File: src/rtl/bomber_pkg.sv
// Shared types and timing constants for the bomber game logic.
package bomber_pkg;

    typedef enum logic [1:0] {
        IDLE      = 2'd0,
        ALIVE     = 2'd1,
        INVUL     = 2'd2,
        GAME_OVER = 2'd3
    } life_state_t;

    localparam int FRAME_RATE = 30;

endpackage

File: src/rtl/frame_timer.sv
// Loadable frame down-counter: load/clear act next cycle, decrements once per tick, holds at 0.
// done flags that the next tick ends the window (count == 1).
module frame_timer #(
    parameter int CNT_W = 6
) (
    input  logic             clk,
    input  logic             reset,
    input  logic             clear,
    input  logic             load,
    input  logic [CNT_W-1:0] load_val,
    input  logic             tick,
    output logic             done
);

    logic [CNT_W-1:0] count;

    // load beats tick so a window armed on a frame strobe starts at its full length
    always_ff @(posedge clk or posedge reset) begin
        if (reset) begin
            count <= '0;
        end else if (clear) begin
            count <= '0;
        end else if (load) begin
            count <= load_val;
        end else if (tick && (count != '0)) begin
            count <= count - CNT_W'(1);
        end
    end

    assign done = (count == CNT_W'(1));

endmodule

File: src/rtl/player_life_manager.sv
// Player lives, post-hit invulnerability/blink and game-over tracking; all outputs registered, 1-cycle hit latency.
// Define PLAYER_EXTRA_LIFE_EN to let extra_life_pulse add saturating bonus lives.
module player_life_manager
    import bomber_pkg::*;
#(
    parameter int LIVES_INIT   = 3,
    parameter int MAX_LIVES    = 7,
    parameter int LIVES_W      = 3,
    parameter int INVUL_FRAMES = 2 * FRAME_RATE,
    parameter int BLINK_FRAMES = 4
) (
    input  logic               clk,
    input  logic               reset,
    input  logic               startOfFrame,
    input  logic               hit_pulse,
    input  logic               game_start,
    input  logic               extra_life_pulse,
    output logic [LIVES_W-1:0] lives,
    output logic               invulnerable,
    output logic               player_visible,
    output logic               hit_ack,
    output logic               game_over,
    output logic               playing
);

    localparam int CNT_W   = $clog2(INVUL_FRAMES + 1);
    localparam int BLINK_W = (BLINK_FRAMES > 1) ? $clog2(BLINK_FRAMES) : 1;

    localparam logic [LIVES_W-1:0] LIVES_INIT_V = LIVES_W'(LIVES_INIT);
    localparam logic [LIVES_W-1:0] MAX_LIVES_V  = LIVES_W'(MAX_LIVES);
    localparam logic [CNT_W-1:0]   INVUL_LOAD   = CNT_W'(INVUL_FRAMES);
    localparam logic [BLINK_W-1:0] BLINK_LAST   = BLINK_W'(BLINK_FRAMES - 1);

    life_state_t        state;
    logic [BLINK_W-1:0] blink_cnt;
    logic               bonus;
    logic               hit_to_over;
    logic [LIVES_W-1:0] lives_plus;
    logic [LIVES_W-1:0] lives_hit;
    logic               timer_load;
    logic               timer_done;

`ifdef PLAYER_EXTRA_LIFE_EN
    assign bonus = extra_life_pulse;
`else
    logic unused_extra_life;
    assign unused_extra_life = extra_life_pulse;
    assign bonus = 1'b0;
`endif

    // a bonus arriving with a hit cancels it, so the last life is kept and the player goes invulnerable
    always_comb begin
        hit_to_over = (lives == LIVES_W'(1)) && !bonus;
        lives_plus  = (bonus && (lives != MAX_LIVES_V)) ? lives + LIVES_W'(1) : lives;
        lives_hit   = bonus ? lives : lives - LIVES_W'(1);
        timer_load  = (state == ALIVE) && hit_pulse && !game_start && !hit_to_over;
    end

    frame_timer #(
        .CNT_W(CNT_W)
    ) u_invul_timer (
        .clk     (clk),
        .reset   (reset),
        .clear   (game_start),
        .load    (timer_load),
        .load_val(INVUL_LOAD),
        .tick    (startOfFrame),
        .done    (timer_done)
    );

    always_ff @(posedge clk or posedge reset) begin
        if (reset) begin
            state          <= IDLE;
            lives          <= '0;
            blink_cnt      <= '0;
            invulnerable   <= 1'b0;
            player_visible <= 1'b0;
            hit_ack        <= 1'b0;
            game_over      <= 1'b0;
            playing        <= 1'b0;
        end else begin
            hit_ack <= 1'b0;
            if (game_start) begin
                state          <= ALIVE;
                lives          <= LIVES_INIT_V;
                blink_cnt      <= '0;
                invulnerable   <= 1'b0;
                player_visible <= 1'b1;
                game_over      <= 1'b0;
                playing        <= 1'b1;
            end else begin
                case (state)
                    IDLE: begin
                    end
                    ALIVE: begin
                        if (hit_pulse) begin
                            hit_ack        <= 1'b1;
                            player_visible <= 1'b0;
                            if (hit_to_over) begin
                                state     <= GAME_OVER;
                                lives     <= '0;
                                game_over <= 1'b1;
                                playing   <= 1'b0;
                            end else begin
                                state        <= INVUL;
                                lives        <= lives_hit;
                                blink_cnt    <= '0;
                                invulnerable <= 1'b1;
                            end
                        end else begin
                            lives <= lives_plus;
                        end
                    end
                    INVUL: begin
                        lives <= lives_plus;
                        if (startOfFrame) begin
                            if (timer_done) begin
                                state          <= ALIVE;
                                blink_cnt      <= '0;
                                invulnerable   <= 1'b0;
                                player_visible <= 1'b1;
                            end else if (blink_cnt == BLINK_LAST) begin
                                blink_cnt      <= '0;
                                player_visible <= !player_visible;
                            end else begin
                                blink_cnt <= blink_cnt + BLINK_W'(1);
                            end
                        end
                    end
                    GAME_OVER: begin
                    end
                    default: begin
                        state <= IDLE;
                    end
                endcase
            end
        end
    end

endmodule

File: config.mk
export PLATFORM = sky130hd
export DESIGN_NAME = player_life_manager
export DESIGN_NICKNAME = d
export VERILOG_FILES = /design/src/rtl/bomber_pkg.sv /design/src/rtl/frame_timer.sv /design/src/rtl/player_life_manager.sv
export SDC_FILE = /design/constraint.sdc
export NUM_CORES = 1
export LEC_CHECK = 0
export CORE_MARGIN = 3
export CORE_UTILIZATION = 45
export CTS_CLUSTER_SIZE = 16
export DETAILED_ROUTE_END_ITERATION = 10
export PLACE_DENSITY = 0.68
export SLEW_MARGIN = 20
export SYNTH_ARGS = -nofsm -noshare
export SYNTH_HDL_FRONTEND = slang
export SYNTH_SLANG_ARGS = --single-unit
File: constraint.sdc
create_clock -name clk -period 3.43 [get_ports clk]
set_clock_uncertainty 0.1 [all_clocks]
set_input_delay 0.686 -clock clk [delete_from_list [all_inputs] [get_ports clk]]
set_output_delay 0.686 -clock clk [all_outputs]
set_load 0.02 [all_outputs]
Word-level counts from Yosys, hierarchy flattened
Index checks and enable logic that the tools add are counted.
{ "totals": {"elab_cells": 84, "in_bits": 6, "output_inout_bits": 8, "register_bits": 18} }
{ "classes": {"addsub": 3, "n_mux": 43, "reduce_logical": 19, "n_eq_ne": 10} }
{ "ops": {"columns": ["cell", "n"], "rows": [
  ["2-to-1 mux 1 bit", 22],
  ["2-to-1 mux 2 bit", 10],
  ["2-to-1 mux 6 bit", 3],
  ["2-to-1 mux 3 bit", 4],
  ["inequality test 3 bit (second input constant)", 4],
  ["AND reduction 4 bit", 3],
  ["case mux 2 bit (2 select lines)", 2],
  ["equality test 6 x 1 -> 1 bit (second input constant)", 1],
  ["nonzero test 2 bit", 3],
  ["nonzero test 3 bit", 2],
  ["nonzero test 6 bit", 1],
  ["subtractor 6 x 1 -> 6 bit (second input constant)", 1],
  ["AND reduction 5 bit", 1],
  ["equality test 2 bit (second input constant)", 2],
  ["logical AND 1 bit", 4],
  ["inequality test 4 bit (second input constant)", 1],
  ["case mux 1 bit (2 select lines)", 2],
  ["equality test 3 x 1 -> 1 bit (second input constant)", 1],
  ["zero test 1 bit", 3],
  ["AND reduction 3 bit", 1],
  ["subtractor 3 x 1 -> 3 bit (second input constant)", 1],
  ["adder 2 x 1 -> 2 bit (second input constant)", 1],
  ["equality test 2 x 1 -> 1 bit (second input constant)", 1],
  ["AND reduction 2 bit", 1]
]} }

Longest topological paths before layout
{ "logic_depth": {"depth_word": 6, "mapped_depth": 6, "ltp_nobuf": 6} }

By module
Synthesis repeated with hierarchy kept, for this count alone.
{ "unflattened": {"hier_cells": 114, "area_unflattened_um2": 1057.3} }
{ "by_module_without_submodules": {"columns": ["mod", "n_inst", "cells_per_inst", "seq_area_each_um2", "area_per_inst_um2"], "rows": [
  ["player_life_manager", 1, 63, 300.3, 620.6],
  ["frame_timer", 1, 51, 150.1, 436.7]
]} }

Worst setup path before layout
Ideal clock, no wire load.
{ "synth_path": {"path_type": "input port to flip-flop", "from": "in game_start", "to": "reg blink_cnt[0]", "setup_ps": 118, "n_path_buf": 0, "stages": 4, "t_arrival_ps": 1546, "required_time_ps": 3212, "setup_slack_ps": 1666, "cell_sequence": "or3b_2 > o32ai_1 > nor4_1 > a21o_1"} }
{ "synth_via": {"elab_chain_len": 2, "word_cells_on_any_way": 6, "cone_classes": "eq/ne: 3; mux: 1; reduce/logical: 2"} }
{ "synth_lines": {"columns": ["item", "line", "rtl"], "rows": [
  ["from (decl)", "player_life_manager.sv:16", "input logic game_start,"],
  ["inequality test 3 bit (no line) / nonzero test 3 bit (equally long branches)", null, null],
  ["AND reduction 4 bit (no line)", null, null],
  ["to (signal assigned)", "player_life_manager.sv:126", "blink_cnt <= blink_cnt + BLINK_W'(1);"],
  ["to (decl)", "player_life_manager.sv:35", "logic [BLINK_W-1:0] blink_cnt;"]
]} }
Parallel ways exist; a longest one is shown, timed or not.
A chain may end at the register's enable or synchronous reset.

Worst setup path after layout
{ "layout_path": {"from": "reg lives[2]", "to": "out lives[2]"} }
{ "layout_lines": {"columns": ["item", "line", "rtl"], "rows": [
  ["from (decl)", "player_life_manager.sv:18", "output logic [LIVES_W-1:0] lives,"],
  ["from (signal assigned)", "player_life_manager.sv:106", "lives <= lives_hit;"],
  ["from (signal assigned)", "player_life_manager.sv:111", "lives <= lives_plus;"],
  ["from (signal assigned)", "player_life_manager.sv:115", "lives <= lives_plus;"]
]} }
No word-level cell between the ends.

==> run_results.csv <==
group,metric,value,unit
timing,relSlewSlack,0.5400,
grt,grt_overflow,0,
min_path,hold_start,"blink_cnt[1]$_DFFE_PP0P_",
timing,tightest_slew,0.6893,ns
layout,final_cells,143,
grt,top_usage_layer,"met2",
detailed_routing,drt_iter0_markers,16,
critical_path,cp-end-kind,"primary output",
timing,setup_viol,0,
placement,placed_cells,140,
critical_path,cp-start-kind,"flip-flop",
floorplan,die_width,52.69,um
yosys,synth_fp_nets,113,
detailed_routing,drt_pass1_iterations,6,
critical_path,cp.arrival,1.31,ns
detailed_routing,ant_nets,0,
power,power_leakage,0.5190,nW
cts,clockRootBuffer,"clkbuf_4",
timing,period_share,0.6114,
placement,place_congestion,0.8194,
timing,fmax,476.9,MHz
cts,cts_resized,0,
grt,grt_use_total,0.1578,
timing,setup_tns,0,ns
cts,cts_setup_buffers,0,
floorplan,rows,16,
layout,most-common-layout-cells,"18 x dfrtp_1, 12 x clkdlybuf4s50_1, 11 x a21oi_1, 8 x inv_1, 8 x nand2_1",
yosys,synth_flop_cell,"dfrtp_1",
min_path,min_to,"blink_cnt[1]$_DFFE_PP0P_",
cts,tritoncts,"done",
grt,grt_pass1_wl,3194,um
critical_path,path_delay_family,"buffers and inverters",
cts,insertion_delay,0.28,ns
floorplan,fp.coreArea,2022,um^2
grt,grt_antenna_before_repair,0,
detailed_routing,wl_per_cell,12.87,um
min_path,hp-class,"reg -> reg",
critical_path,crit_required,2.64,ns
outcome,status,"complete, no violations",
cts,cts_hold_buf,0,
grt,met3_usage,0.04274,
detailed_routing,vias_per_cell,5.357,
yosys,synth-seq-area-share,0.4592,
detailed_routing,drc,0,
power,finalPower,0.8481,mW
cts,cts_sinks,18,
grt,grtUsageMet2,0.2541,
critical_path,reg2regPathDepth,6,
critical_path,crit_slowest_cell,"clkdlybuf4s50_1",
layout,final_util,0.5724,
detailed_routing,vias,766,
power,ir_worst_vdd,0.0002931,V
yosys,syn_area,980.9,um^2
cts,h-tree-depth,1,
yosys,ys_async_sr_fraction,1.000,
timing,finalMaxSlewViolations,0,
grt,grt_pass1_vias,733,
min_path,holdPathStages,2,
critical_path,crit_buf_inv,1,
layout,final_nets,129,
critical_path,crit_path_max_fanout,5,
floorplan,dieArea,2776,um^2
yosys,ys_types,34,
layout,layout_commonest_cell,"dfrtp_1",
floorplan,io_pins,14,
cts,clockBufferDepth,2,
layout,n_antenna_cell,0,
critical_path,cp_cell_sequence,"clkdlybuf4s50_1",
detailed_routing,finalWirelength,1840,um
critical_path,r2r_end,"u_invul_timer.count[1]$_DFFE_PP0P_",
yosys,netlist_instances,102,
grt,grt_use_met1,0.1975,
power,power.density,732.8,nW/um^2
timing,final_hold_viol_count,0,
yosys,synth_edf_count,0,
layout,drive_gt1_frac,0.07759,
grt,grt_max_degree,20,
cts,cts.reportedPaths.clkPinSlew,0.10,ns
timing,rsz0062_at_grt,"no",
placement,place_hpwl,1332,um
yosys,ys_ff_latch,18,
critical_path,reg2reg_slack,1.63,ns
layout,syn2layout_area_growth,17.98,%
timing,period_needed,2.097,ns
yosys,avgSynthCellArea,9.617,um^2
floorplan,die_h,52.69,um
placement,port_buffers,12,
critical_path,crit_type,"reg -> out",
floorplan,initial_core_util,0.4851,
critical_path,max_stage_delay,0.62,ns
yosys,ys_warn_count,0,
cts,cts_buffers,3,
critical_path,r2r_start,"u_invul_timer.count[0]$_DFFE_PP0P_",
flow_run,maxCapViolCount,0,
[worst max path at each step]
| stage | startpoint | endpoint | slack [ns] | cells after the start |
|---|---|---|---|---|
| after floorplan | game_start | blink_cnt[0]$_DFFE_PP0P_ | 1.67 | 4 |
| after global placement | startOfFrame | blink_cnt[0]$_DFFE_PP0P_ | 1.08 | 5 |
| after detailed placement | startOfFrame | invulnerable$_DFFE_PP0P_ | 1.07 | 5 |
| after CTS | lives[2]$_DFFE_PP0P_ | lives[2] | 1.32 | 1 |
| after global routing | startOfFrame | invulnerable$_DFFE_PP0P_ | 1.21 | 5 |
| final | lives[2]$_DFFE_PP0P_ | lives[2] | 1.33 | 1 |
[area by class of cell]
| class | count | area, um^2 |
|---|---|---|
| Sequential cell | 18 | 450.4 |
| Inverter | 8 | 30.03 |
| Multi-Input combinational cell | 74 | 493.0 |
| Fill cell | 179 | 864.6 |
| Timing Repair Buffer | 13 | 127.6 |
| Tap cell | 27 | 33.78 |
| Clock buffer | 3 | 22.52 |
[cells by family (layout without fill, tap and decap cells)]
kind of cell	Yosys count	after routing	synth area share
AOI/OAI and AO/OA	26	26	0.1735
xor gates and xnor gates	1	1	0.008930
adders and majority gates	5	5	0.06378
buffers and inverters	10	24	0.03826
DFF	18	18	0.4592
muxes	1	1	0.01020
and+or+nand+nor	41	41	0.2462
[power by group]
group          switching, mW  internal [mW]  total, mW
Combinational          0.210          0.192      0.402
Sequential            0.0674          0.276      0.344
Clock                 0.0617         0.0408      0.102
Total                  0.339          0.509      0.848
[cells in the mapped netlist, types with 2 or more instances]
master / instances / area [um^2]
nor4_1: 2 / 12.51
nand2_1: 8 / 30.03
inv_1: 8 / 30.03
nand2b_1: 4 / 25.02
a21oi_1: 11 / 55.05
o21ai_0: 4 / 20.02
dfrtp_1: 18 / 450.4
o21a_1: 2 / 15.01
nand3b_1: 2 / 15.01
nor2_1: 7 / 26.28
ha_1: 5 / 62.56
nor3_1: 4 / 20.02
a21o_1: 2 / 15.01
or3_1: 3 / 18.77
nor2b_1: 2 / 12.51
a31oi_1: 2 / 12.51
[registers in the layout (all words and copies together), names as in the netlist]
register             flops
lives                    3
player_visible           1
playing                  1
hit_ack                  1
invulnerable             1
blink_cnt                2
game_over                1
state                    2
u_invul_timer.count      6
[per-layer routing]
| metal | wire (um) | share of wire |
|---|---|---|
| met1 | 904 | 0.49 |
| met2 | 849 | 0.46 |
| met3 | 73 | 0.040 |
| met4 | 13 | 0.0071 |
| met5 | 0 | 0 |
[through the flow]
step / worst slack [ns] / area (um^2) / hold slack [ns]
3_3_place_gp: 1.085 / 1135 / 0.3564
4_1_cts: 1.319 / 1157 / 0.4154
5_1_grt: 1.209 / 1157 / 0.4372
2_1_floorplan: 1.666 / 980.9 / 0.3428
3_5_place_dp: 1.071 / 1135 / 0.3917
6_report: 1.333 / 1157 / 0.4025
Power figures use the tool's default switching activity.
